## src/rtl/ctrl_encode_def.sv

```systemverilog
`default_nettype none
// ============================================================================
// Package     : ctrl_encode_def
// Description : Shared ALU operation encoding for the execute stage, plus
//               small classification helpers used by the ALU and its
//               iterative mul/div datapath.
// Revision    : 1.0  initial release
// ============================================================================
package ctrl_encode_def;

  localparam int ALUOP_W = 5;
  typedef logic [ALUOP_W-1:0] aluop_t;

  // Code 0 is deliberately left as a no-op; any code not listed below
  // returns operand A.
  localparam aluop_t ALUOp_nop    = 5'd0;
  localparam aluop_t ALUOp_lui    = 5'd1;
  localparam aluop_t ALUOp_add    = 5'd2;
  localparam aluop_t ALUOp_sub    = 5'd3;
  localparam aluop_t ALUOp_xor    = 5'd4;
  localparam aluop_t ALUOp_or     = 5'd5;
  localparam aluop_t ALUOp_and    = 5'd6;
  localparam aluop_t ALUOp_sll    = 5'd7;
  localparam aluop_t ALUOp_srl    = 5'd8;
  localparam aluop_t ALUOp_sra    = 5'd9;
  localparam aluop_t ALUOp_slt    = 5'd10;
  localparam aluop_t ALUOp_sltu   = 5'd11;
  localparam aluop_t ALUOp_beq    = 5'd12;
  localparam aluop_t ALUOp_bne    = 5'd13;
  localparam aluop_t ALUOp_blt    = 5'd14;
  localparam aluop_t ALUOp_bge    = 5'd15;
  localparam aluop_t ALUOp_bltu   = 5'd16;
  localparam aluop_t ALUOp_bgeu   = 5'd17;
  localparam aluop_t ALUOp_mul    = 5'd18;
  localparam aluop_t ALUOp_mulh   = 5'd19;
  localparam aluop_t ALUOp_mulhsu = 5'd20;
  localparam aluop_t ALUOp_mulhu  = 5'd21;
  localparam aluop_t ALUOp_div    = 5'd22;
  localparam aluop_t ALUOp_divu   = 5'd23;
  localparam aluop_t ALUOp_rem    = 5'd24;
  localparam aluop_t ALUOp_remu   = 5'd25;

  function automatic logic is_mul(input aluop_t op);
    return op inside {ALUOp_mul, ALUOp_mulh, ALUOp_mulhsu, ALUOp_mulhu};
  endfunction

  function automatic logic is_div(input aluop_t op);
    return op inside {ALUOp_div, ALUOp_divu, ALUOp_rem, ALUOp_remu};
  endfunction

  function automatic logic is_muldiv(input aluop_t op);
    return is_mul(op) | is_div(op);
  endfunction

  function automatic logic is_branch(input aluop_t op);
    return op inside {ALUOp_beq, ALUOp_bne, ALUOp_blt, ALUOp_bge, ALUOp_bltu, ALUOp_bgeu};
  endfunction

  // Multiply variants returning the upper half of the product.
  function automatic logic is_mul_hi(input aluop_t op);
    return op inside {ALUOp_mulh, ALUOp_mulhsu, ALUOp_mulhu};
  endfunction

  function automatic logic is_mul_sa(input aluop_t op);
    return op inside {ALUOp_mulh, ALUOp_mulhsu};
  endfunction

  function automatic logic is_mul_sb(input aluop_t op);
    return op == ALUOp_mulh;
  endfunction

  function automatic logic is_div_signed(input aluop_t op);
    return op inside {ALUOp_div, ALUOp_rem};
  endfunction

  function automatic logic is_rem(input aluop_t op);
    return op inside {ALUOp_rem, ALUOp_remu};
  endfunction

endpackage : ctrl_encode_def
`default_nettype wire

```

## src/rtl/alu_mc_iter.sv

```systemverilog
`default_nettype none
// ============================================================================
// Module      : alu_mc_iter
// Description : One-bit-per-cycle datapath for mul*/div*/rem* operations.
//               Multiply is shift-add on magnitudes, divide is restoring
//               division on magnitudes; signs are applied on the way out.
// Ports       : clk, rstn        clock, async active-low reset
//               start_i          load operands (operation accepted)
//               step_i           perform one iteration this cycle
//               op_i, a_i, b_i   operation and operands, sampled on start_i
//               done_o           this step is the last one
//               result_o         final result, valid together with done_o
// Revision    : 1.0  initial release
// ============================================================================
module alu_mc_iter
  import ctrl_encode_def::*;
#(
  parameter int WIDTH = 32
) (
  input  logic             clk,
  input  logic             rstn,
  input  logic             start_i,
  input  logic             step_i,
  input  aluop_t           op_i,
  input  logic [WIDTH-1:0] a_i,
  input  logic [WIDTH-1:0] b_i,
  output logic             done_o,
  output logic [WIDTH-1:0] result_o
);

  localparam int SHW = $clog2(WIDTH);

  logic [SHW-1:0]     cnt_q, cnt_d;
  logic [2*WIDTH-1:0] acc_q, acc_d;   // product accumulator / partial remainder
  logic [2*WIDTH-1:0] opa_q, opa_d;   // shifting multiplicand / divisor
  logic [WIDTH-1:0]   opb_q, opb_d;   // multiplier / dividend-then-quotient
  logic               div_q, div_d;
  logic               hi_q, hi_d;     // mul: return upper half; div: return remainder
  logic               neg_q, neg_d;   // negate the magnitude result at the end

  // Operand preparation at start. MIN negates to itself, which is still the
  // correct unsigned magnitude.
  logic             st_div, sa, sb, a_neg, b_neg;
  logic [WIDTH-1:0] mag_a, mag_b;

  always_comb begin
    st_div = is_div(op_i);
    sa     = st_div ? is_div_signed(op_i) : is_mul_sa(op_i);
    sb     = st_div ? is_div_signed(op_i) : is_mul_sb(op_i);
    a_neg  = sa & a_i[WIDTH-1];
    b_neg  = sb & b_i[WIDTH-1];
    mag_a  = a_neg ? -a_i : a_i;
    mag_b  = b_neg ? -b_i : b_i;
  end

  // One iteration of each algorithm, evaluated from the current registers.
  logic [2*WIDTH-1:0] mul_acc, prod_s;
  logic [WIDTH:0]     rem_sh, rem_nx;
  logic [WIDTH-1:0]   quo_nx, div_val, mul_res, div_res;
  logic               rem_ge;

  always_comb begin
    mul_acc = acc_q + (opb_q[0] ? opa_q : '0);
    rem_sh  = {acc_q[WIDTH-1:0], opb_q[WIDTH-1]};
    rem_ge  = rem_sh >= {1'b0, opa_q[WIDTH-1:0]};
    rem_nx  = rem_ge ? (rem_sh - {1'b0, opa_q[WIDTH-1:0]}) : rem_sh;
    quo_nx  = {opb_q[WIDTH-2:0], rem_ge};
    // The result is taken from this cycle's step so that it can be captured
    // on the same edge that ends the final iteration.
    prod_s  = neg_q ? -mul_acc : mul_acc;
    mul_res = hi_q ? prod_s[2*WIDTH-1:WIDTH] : prod_s[WIDTH-1:0];
    div_val = hi_q ? rem_nx[WIDTH-1:0] : quo_nx;
    div_res = neg_q ? -div_val : div_val;
  end

  assign result_o = div_q ? div_res : mul_res;
  assign done_o   = step_i && (cnt_q == SHW'(WIDTH - 1));

  always_comb begin
    cnt_d = cnt_q;
    acc_d = acc_q;
    opa_d = opa_q;
    opb_d = opb_q;
    div_d = div_q;
    hi_d  = hi_q;
    neg_d = neg_q;
    if (start_i) begin
      cnt_d = '0;
      acc_d = '0;
      // Multiplicand and divisor share a register, as do multiplier and
      // dividend; multiplication is commutative so B*A is used.
      opa_d = {{WIDTH{1'b0}}, mag_b};
      opb_d = mag_a;
      div_d = st_div;
      hi_d  = st_div ? is_rem(op_i) : is_mul_hi(op_i);
      // Remainder follows the dividend's sign; everything else the XOR.
      neg_d = (st_div && is_rem(op_i)) ? a_neg : (a_neg ^ b_neg);
    end else if (step_i) begin
      cnt_d = cnt_q + SHW'(1);
      if (div_q) begin
        acc_d = {{(WIDTH-1){1'b0}}, rem_nx};
        opb_d = quo_nx;
      end else begin
        acc_d = mul_acc;
        opa_d = opa_q << 1;
        opb_d = opb_q >> 1;
      end
    end
  end

  always_ff @(posedge clk or negedge rstn) begin
    if (!rstn) begin
      cnt_q <= '0;
      acc_q <= '0;
      opa_q <= '0;
      opb_q <= '0;
      div_q <= 1'b0;
      hi_q  <= 1'b0;
      neg_q <= 1'b0;
    end else begin
      cnt_q <= cnt_d;
      acc_q <= acc_d;
      opa_q <= opa_d;
      opb_q <= opb_d;
      div_q <= div_d;
      hi_q  <= hi_d;
      neg_q <= neg_d;
    end
  end

endmodule : alu_mc_iter
`default_nettype wire

```

## src/rtl/alu_mc.sv

```systemverilog
`default_nettype none
// ============================================================================
// Module      : alu_mc
// Description : Multi-cycle execute-stage ALU. Single-cycle RV32I ops and
//               branch compares finish in one cycle; mul/div iterate in
//               alu_mc_iter. Valid/ready on input and output, kill flushes.
// Config      : ALU_MC_FAST_MUL_EN - when defined, mul* ops use a single
//               combinational multiply with 1-cycle latency.
// Ports       : clk, rstn            clock, async active-low reset
//               in_valid/in_ready    operation handshake
//               in_op, in_a, in_b    ALUOp and operands
//               in_tag / out_tag     passthrough tag
//               kill                 abandon the in-flight operation
//               out_valid/out_ready  result handshake
//               out_result, out_zero, out_taken   registered result flags
//               busy                 iterative operation in progress
// Revision    : 1.0  initial release
// ============================================================================
module alu_mc
  import ctrl_encode_def::*;
#(
  parameter int WIDTH = 32,
  parameter int TAG_W = 5
) (
  input  logic             clk,
  input  logic             rstn,
  input  logic             in_valid,
  output logic             in_ready,
  input  aluop_t           in_op,
  input  logic [WIDTH-1:0] in_a,
  input  logic [WIDTH-1:0] in_b,
  input  logic [TAG_W-1:0] in_tag,
  input  logic             kill,
  output logic             out_valid,
  input  logic             out_ready,
  output logic [WIDTH-1:0] out_result,
  output logic             out_zero,
  output logic             out_taken,
  output logic [TAG_W-1:0] out_tag,
  output logic             busy
);

  localparam int SHW = $clog2(WIDTH);
  localparam logic [WIDTH-1:0] MIN_VAL = {1'b1, {(WIDTH-1){1'b0}}};

  typedef enum logic [1:0] {
    S_IDLE = 2'd0,
    S_BUSY = 2'd1,
    S_DONE = 2'd2
  } state_t;

  state_t state_q, state_d;

  logic [WIDTH-1:0] result_q, result_d;
  logic             zero_q, taken_q, taken_d;
  logic [TAG_W-1:0] tag_q, tag_d;

  logic             accept, go_iter, iter_start, iter_done;
  logic [WIDTH-1:0] iter_result;

  assign in_ready = !kill && ((state_q == S_IDLE) || ((state_q == S_DONE) && out_ready));
  assign accept   = in_valid && in_ready;

  // Division corner cases resolve immediately and never enter BUSY.
  logic b_zero, div_ovf;
  assign b_zero  = (in_b == '0);
  assign div_ovf = is_div_signed(in_op) && (in_a == MIN_VAL) && (in_b == '1);

`ifdef ALU_MC_FAST_MUL_EN
  // Sign- or zero-extend each operand by one bit so a single signed multiply
  // covers mul/mulh/mulhsu/mulhu; only the low 2*WIDTH bits are needed.
  logic signed [WIDTH:0]     fm_a, fm_b;
  logic signed [2*WIDTH-1:0] fm_ax, fm_bx, fm_p;
  always_comb begin
    fm_a  = {is_mul_sa(in_op) & in_a[WIDTH-1], in_a};
    fm_b  = {is_mul_sb(in_op) & in_b[WIDTH-1], in_b};
    fm_ax = (2*WIDTH)'(fm_a);
    fm_bx = (2*WIDTH)'(fm_b);
    fm_p  = fm_ax * fm_bx;
  end
  assign go_iter = is_div(in_op) && !b_zero && !div_ovf;
`else
  assign go_iter = (is_div(in_op) && !b_zero && !div_ovf) || is_mul(in_op);
`endif

  // Single-cycle results (including the resolved division corner cases).
  logic [SHW-1:0]   shamt;
  logic [WIDTH-1:0] sc_res;
  logic             sc_taken, br_cond;

  assign shamt = in_b[SHW-1:0];

  always_comb begin
    br_cond = 1'b0;
    case (in_op)
      ALUOp_beq:  br_cond = (in_a == in_b);
      ALUOp_bne:  br_cond = (in_a != in_b);
      ALUOp_blt:  br_cond = ($signed(in_a) <  $signed(in_b));
      ALUOp_bge:  br_cond = ($signed(in_a) >= $signed(in_b));
      ALUOp_bltu: br_cond = (in_a <  in_b);
      ALUOp_bgeu: br_cond = (in_a >= in_b);
      default:    br_cond = 1'b0;
    endcase
  end

  always_comb begin
    sc_res   = in_a;
    sc_taken = 1'b0;
    case (in_op)
      ALUOp_lui:  sc_res = in_b;
      ALUOp_add:  sc_res = in_a + in_b;
      ALUOp_sub:  sc_res = in_a - in_b;
      ALUOp_xor:  sc_res = in_a ^ in_b;
      ALUOp_or:   sc_res = in_a | in_b;
      ALUOp_and:  sc_res = in_a & in_b;
      ALUOp_sll:  sc_res = in_a << shamt;
      ALUOp_srl:  sc_res = in_a >> shamt;
      ALUOp_sra:  sc_res = $signed(in_a) >>> shamt;
      ALUOp_slt: begin
        sc_res    = '0;
        sc_res[0] = $signed(in_a) < $signed(in_b);
      end
      ALUOp_sltu: begin
        sc_res    = '0;
        sc_res[0] = in_a < in_b;
      end
      ALUOp_beq, ALUOp_bne, ALUOp_blt, ALUOp_bge, ALUOp_bltu, ALUOp_bgeu: begin
        sc_res    = '0;
        sc_res[0] = !br_cond;
        sc_taken  = br_cond;
      end
      ALUOp_div, ALUOp_divu, ALUOp_rem, ALUOp_remu: begin
        if (b_zero)
          sc_res = is_rem(in_op) ? in_a : '1;
        else
          sc_res = is_rem(in_op) ? '0 : MIN_VAL;
      end
`ifdef ALU_MC_FAST_MUL_EN
      ALUOp_mul, ALUOp_mulh, ALUOp_mulhsu, ALUOp_mulhu:
        sc_res = is_mul_hi(in_op) ? fm_p[2*WIDTH-1:WIDTH] : fm_p[WIDTH-1:0];
`endif
      default: sc_res = in_a;
    endcase
  end

  // Next state and result register loads. kill overrides everything.
  always_comb begin
    state_d    = state_q;
    result_d   = result_q;
    taken_d    = taken_q;
    tag_d      = tag_q;
    iter_start = 1'b0;
    if (kill) begin
      state_d = S_IDLE;
    end else begin
      case (state_q)
        S_BUSY: begin
          if (iter_done) begin
            state_d  = S_DONE;
            result_d = iter_result;
            taken_d  = 1'b0;
          end
        end
        S_DONE: begin
          if (out_ready) state_d = S_IDLE;
        end
        default: ;
      endcase
      // accept only happens from IDLE or a draining DONE, so it never
      // collides with the BUSY completion above.
      if (accept) begin
        tag_d = in_tag;
        if (go_iter) begin
          state_d    = S_BUSY;
          iter_start = 1'b1;
        end else begin
          state_d  = S_DONE;
          result_d = sc_res;
          taken_d  = sc_taken;
        end
      end
    end
  end

  always_ff @(posedge clk or negedge rstn) begin
    if (!rstn) begin
      state_q  <= S_IDLE;
      result_q <= '0;
      zero_q   <= 1'b1;
      taken_q  <= 1'b0;
      tag_q    <= '0;
    end else begin
      state_q  <= state_d;
      result_q <= result_d;
      zero_q   <= (result_d == '0);
      taken_q  <= taken_d;
      tag_q    <= tag_d;
    end
  end

  alu_mc_iter #(
    .WIDTH (WIDTH)
  ) u_iter (
    .clk      (clk),
    .rstn     (rstn),
    .start_i  (iter_start),
    .step_i   (state_q == S_BUSY),
    .op_i     (in_op),
    .a_i      (in_a),
    .b_i      (in_b),
    .done_o   (iter_done),
    .result_o (iter_result)
  );

  assign out_valid  = (state_q == S_DONE);
  assign busy       = (state_q == S_BUSY);
  assign out_result = result_q;
  assign out_zero   = zero_q;
  assign out_taken  = taken_q;
  assign out_tag    = tag_q;

endmodule : alu_mc
`default_nettype wire
```

## config.mk

```make
export PLATFORM = sky130hd
export DESIGN_NAME = alu_mc
export DESIGN_NICKNAME = d
export VERILOG_FILES = /design/src/rtl/ctrl_encode_def.sv /design/src/rtl/alu_mc_iter.sv /design/src/rtl/alu_mc.sv
export SDC_FILE = /design/constraint.sdc
export NUM_CORES = 2
export LEC_CHECK = 0
export ABC_CLOCK_PERIOD_IN_PS = 14330
export CAP_MARGIN = 20
export CORE_AREA = 2 2 330 332
export CTS_BUF_LIST = sky130_fd_sc_hd__clkbuf_16
export DETAILED_ROUTE_END_ITERATION = 8
export DIE_AREA = 0 0 332 334
export GPL_TIMING_DRIVEN = 0
export SKIP_CTS_REPAIR_TIMING = 1
export SLEW_MARGIN = 20
export SYNTH_ARGS = -nofsm -noshare
export SYNTH_HDL_FRONTEND = slang
export SYNTH_SLANG_ARGS = --single-unit
```

## constraint.sdc

```tcl
create_clock -name clk -period 14.33 [get_ports clk]
set_input_delay 1.433 -clock clk [delete_from_list [all_inputs] [get_ports clk]]
set_output_delay 1.433 -clock clk [all_outputs]
set_load 0.005 [all_outputs]
```

=== Word-level counts from Yosys, hierarchy flattened ===
Cells that the tools add are included.

* Logic and storage cells: 150
* Flip-flop bits (word level): 209
* Input bits: 79

* Shifts and indexed selects: 3
* $lt $le $gt $ge: 5
* Bitwise gates (word level): 7
* Multiplexer cells: 48
* Equality and inequality tests: 35
* Reduce and logical (&&, ||, !) cells: 31
* $add $sub $neg: 9

{| class="wikitable"
|+ Operator list
! cell !! count
|-
| 2-to-1 mux 32 bit || 17
|-
| 2-to-1 mux 64 bit || 8
|-
| case mux 32 bit (13 select lines) || 1
|-
| negation 32 bit || 3
|-
| adder 64 bit || 1
|-
| == test 32 bit (second input constant) || 2
|-
| >= comparator 32 bit || 2
|-
| zero test 32 bit || 2
|-
| < comparator 32 bit || 2
|-
| negation 64 bit || 1
|-
| == test 5 bit (second input constant) || 11
|-
| == test 5 x 4 -> 1 bit (second input constant) || 8
|-
| >= comparator 33 x 32 -> 1 bit || 1
|-
| 2-to-1 mux 33 bit || 1
|-
| subtractor 33 x 32 -> 33 bit || 1
|-
| adder 32 bit || 1
|-
| AND 32 bit || 1
|-
| == test 32 bit || 1
|-
| != test 32 bit || 1
|-
| OR 32 bit || 1
|-
| left shift 32 x 5 -> 32 bit || 1
|-
| >> shifter 32 x 5 -> 32 bit || 1
|-
| >>> shifter 32 x 5 -> 32 bit || 1
|-
| subtractor 32 bit || 1
|-
| other kinds (29) || 68
|}

=== Longest topological paths before layout ===
* Depth in word-level cells: 12
* Mapped depth: 25

=== By module ===
A second synthesis with hierarchy kept.

* Cell total of the unflattened synthesis: 4601
* Area total of the unflattened synthesis: 33424.6 sq um

{| class="wikitable"
|+ Modules (own cells, without submodules)
! module !! times used !! cells each !! area an instance (sq um)
|-
| alu_mc_iter || 1 || 2750 || 20205.6
|-
| alu_mc || 1 || 1851 || 13218.9
|}

=== Least setup slack after synthesis ===
OpenSTA, ideal clock, no wires.

* Kind: in2reg
* Start point: in in_b[1]
* End point: reg zero_q (netlist: out_zero)
* Buffers on the path: 4
* Setup slack: 6744 ps
* Arrival time: 7496 ps
* Setup time: 89 ps
* Cell stages on the path: 22
* Cells stage by stage: clkbuf_1 inv_2 buf_1 clkbuf_1 buf_1 ha_1 or4b_2 nor4_1 nand4b_1 o211ai_1 nand2_1 inv_2 nand2_1 and3_1 a2111oi_0 o31ai_1 or3_1 nor4_1 nor4b_1 nand4b_1 or4_1 nor4b_2

* Word-level cells in the longest chain between the ends: 9
* Elaborated cells on any way between the ends: 30
* Those cells by class: 2 x add/sub; 4 x order compare; 3 x eq/ne; 3 x shift; 6 x mux; 3 x bitwise; 9 x reduce/logical

{| class="wikitable"
|+ RTL lines
! what !! line !! source
|-
| from (decl) || alu_mc.sv:31 || <nowiki>input logic [WIDTH-1:0] in_b,</nowiki>
|-
| branches (longest 5 deep; another with subtractor 32 bit) || n/a ||
|-
| 2-to-1 mux 32 bit (*) || alu_mc.sv:173 || <nowiki>if (go_iter) begin</nowiki>
|-
| 2-to-1 mux 32 bit (*) || alu_mc.sv:171 || <nowiki>if (accept) begin</nowiki>
|-
| 2-to-1 mux 32 bit (*) || alu_mc.sv:153 || <nowiki>if (kill) begin</nowiki>
|-
| named net result_d[17] || alu_mc.sv:54 || <nowiki>logic [WIDTH-1:0] result_q, result_d;</nowiki>
|-
| zero test 32 bit (*) || alu_mc.sv:195 || <nowiki>zero_q <= (result_d == '0);</nowiki>
|-
| to (signal assigned) || alu_mc.sv:195 ||
|-
| to (decl) || alu_mc.sv:55 || <nowiki>logic zero_q, taken_q, taken_d;</nowiki>
|}

Mark *: on every way through the listed nets, which the timed path passes.
A chain may end at the register's enable or synchronous reset.

=== Worst setup path after layout ===
Same ends and word-level chain as after synthesis.

==> flow_summary.json <==
{
  "worstPathRequired_ns": 14.83,
  "syn_area_sq_um": 32100,
  "cts_tree": "done",
  "antenna_left": 0,
  "end_kind": "flip-flop",
  "cts-htree-levels": 1,
  "synth_top_family_by_area": "compound AO/OA/AOI/OAI gates",
  "ys_seq_area_share_pct": 16.3,
  "worstPathArrival_ns": 12.23,
  "ys.flop_type": "dfrtp_1",
  "worstSetupPathType": "in -> reg",
  "fmax_mhz": 85.3,
  "root_buffer": "clkbuf_16",
  "cts_buffer_depth": 3,
  "tns_ns": 0,
  "initial_utilization_pct": 29.7,
  "hold-worst-slack_ns": 0.488,
  "synthSimpleGateAreaFrac_pct": 25.2,
  "synth-adder-area-share_pct": 8.01,
  "clk_pin_slew_ns": 0.07,
  "yosys_register_bits": 209,
  "cp-start-kind": "input pin",
  "dp_slack_ns": 2.47,
  "post-route-period-util_pct": 81.8,
  "core-area_sq_um": 108000,
  "synth.distinct_cells": 114,
  "period_needed_ns": 11.73,
  "place_hpwl_um": 178000,
  "ys_async_sr_fraction_pct": 100,
  "worst_pin_slew_ns": 1.35,
  "cts_sinks": 209,
  "yosysWarnings": 0,
  "syn_nets": 4825,
  "slew_viol_final": 0,
  "max_cap_viol_count": 0,
  "power_density_nw_per_um2": 179,
  "routed_wl_um": 219000,
  "cts_buffers": 26,
  "clk_latency_ns": 0.59,
  "antenna_found_initial": 16,
  "min_path_type": "reg -> reg",
  "grt-ovfl-total": 0,
  "first_pass_iters": 8,
  "outcome": "finished, final reports clean",
  "wire_per_inst_um": 35.5,
  "fp.dieH_um": 334,
  "drt_iter0_drc": 4991,
  "worst_slew_margin_rel_pct": 9.39,
  "p_leak_nw": 14.4,
  "drive_gt1_share_pct": 5.18,
  "synth_xor_area_share_pct": 4.10,
  "netlist_top_cells_count": "nand2_1 (496), nor2_1 (457), a21oi_1 (401)",
  "synth_compound_gate_area_share_pct": 33.3,
  "drc": 0,
  "rows": 121,
  "synth.area.top_cells": "dfrtp_1 (16%), ha_1 (7.8%), a21oi_1 (6.3%), nand2_1 (5.8%), nor2_1 (5.3%)",
  "hold_viol_final": 0,
  "critPathMaxFanout": 13,
  "setup_viol": 0,
  "syn_inst": 4543,
  "rsz0062_at_grt": "false",
  "grt_pass1_vias": 38600,
  "grt_max_degree": 87,
  "dieWidth_um": 332,
  "grt_pass1_wl_um": 302000,
  "syn2layout_area_growth_pct": 13.0,
  "fin_ws_ns": 2.60,
  "clock_skew_ns": 0.0249,
  "routed_via_density": 6.55,
  "vdd_drop_max_mv": 0.101,
  "post-route-util_pct": 33.6,
  "portBuffers": 118,
  "vias": 40400,
  "place_congestion": 1.10,
  "io_pins": 121,
  "syn_area_per_cell_sq_um": 7.06,
  "synthMuxAreaShare_pct": 6.74,
  "yosys.area.top_type": "dfrtp_1",
  "final_nets": 4995,
  "grt_util_all_layers_pct": 38.0,
  "fill_cells": 11900,
  "synth-edff-count": 0,
  "synth_most_common_cell": "nand2_1",
  "netlist.area_leader.share_pct": 16.2,
  "die_area_sq_um": 111000
}
## final timing paths
| path | endpoint | slack (ns) | cells after the start | start |
|---|---|---|---|---|
| max in group asynchronous | out_zero | 12.75 | 2 | rstn |
| setup / recovery | out_zero | 2.60 | 25 | in_b[1] |
| hold / removal | u_iter.acc_q[59] | 0.49 | 2 | u_iter.acc_q[59] |
| hold reg to reg | u_iter.acc_q[59] | 0.49 | 2 | u_iter.acc_q[59] |
| min in group asynchronous | u_iter.opa_q[18] | 0.74 | 1 | rstn |
| setup reg to reg | out_zero | 4.70 | 22 | u_iter.opb_q[0] |
## cell type report
cell class	instances	area, sq um	share of cell area, %
Inverter	184	691	1.91
Timing Repair Buffer	142	1420	3.91
Tap cell	1414	1770	4.88
Clock buffer	27	676	1.86
Sequential cell	209	5230	14.4
Antenna cell	12	30.0	0.0829
Multi-Input combinational cell	3806	25000	68.9
Buffer	344	1340	3.71
Clock inverter	19	120	0.332
## state kept, by name, summed over array words and instances (netlist names), 2 cells and up
| signal | flops |
|---|---|
| u_iter.cnt_q | 5 |
| u_iter.acc_q | 64 |
| out_result | 32 |
| out_tag | 5 |
| state_q | 2 |
| u_iter.opa_q | 64 |
| u_iter.opb_q | 32 |
## report_power, final
group / switching, mW / total, mW / internal, mW
Combinational: 3.25 / 4.66 / 1.41
Clock: 0.301 / 0.658 / 0.356
Sequential: 0.358 / 1.17 / 0.810
Total: 3.91 / 6.49 / 2.58
## stage by stage
stage	instance area (sq um)	total power, mW	cells
after global placement	35000	5.58	6075
after CTS	36200	6.27	6143
final	36200	6.49	6157
after detailed placement	35400	5.59	6097
after global routing	36200	6.76	6145
after floorplan	32100	3.76	4543
## worst max-delay path, stage by stage
cell	delay, ns
clkdlybuf4s50_1	0.58
clkbuf_1	0.36
inv_2	0.30
buf_1	0.68
clkbuf_1	0.67
buf_1	0.89
ha_1	0.37
or4b_2	0.71
nor4_2	0.64
buf_4	0.33
nand4b_1	0.15
o211ai_1	0.12
nand2_1	0.15
nor2_1	0.66
buf_2	0.39
nor2_1	0.24
o2bb2ai_1	0.27
nor4_1	0.67
o31ai_1	0.40
nor3_1	0.28
o2111ai_1	0.14
nor4b_1	0.72
nand4b_1	0.20
or4_1	0.57
nor4b_2	0.25
## layout by cell type (no fill, tap or decap), types with 23 or more instances in the layout
| cell | instances |
|---|---|
| nor2_1 | 456 |
| nand2_1 | 496 |
| or3_1 | 56 |
| ha_1 | 199 |
| nand2b_1 | 29 |
| nor4_1 | 46 |
| clkdlybuf4s50_1 | 117 |
| buf_2 | 24 |
| o21ai_0 | 303 |
| xor2_1 | 38 |
| o21a_1 | 31 |
| clkbuf_1 | 275 |
| o31ai_1 | 49 |
| a31oi_1 | 63 |
| clkbuf_16 | 27 |
| and2_1 | 101 |
| nor2b_1 | 28 |
| mux2_2 | 23 |
| o221ai_1 | 29 |
| nand3_1 | 130 |
| a21oi_1 | 399 |
| inv_1 | 182 |
| a21o_1 | 71 |
| a211oi_1 | 97 |
| nor3_1 | 113 |
| mux4_2 | 24 |
| mux2i_1 | 135 |
| a22o_1 | 43 |
| o22ai_1 | 42 |
| buf_1 | 41 |
| xnor2_1 | 111 |
| o211ai_1 | 65 |
| dfrtp_1 | 208 |
| and3_1 | 32 |
| nand4_1 | 73 |
| o21bai_1 | 28 |
| o2111ai_1 | 26 |
| a221oi_1 | 54 |
## per-layer routing
metal | vias to the layer above | GRT usage, % | part of all wire (%)
li1 | 17400 | - | -
met1 | 19600 | 43.0 | 37
met2 | 2553 | 61.5 | 45
met3 | 816 | 6.78 | 7.7
met4 | 4 | 33.6 | 11
met5 | - | 0 | 0.012
## kinds of logic after synthesis
logic type                 Yosys count
xor gates and xnor gates           150
adders and majority gates          203
buffers and inverters              528
AOI/OAI and AO/OA                 1586
muxes                              183
DFF                                209
and+or+nand+nor                   1684
Power figures use the tool's default switching activity.
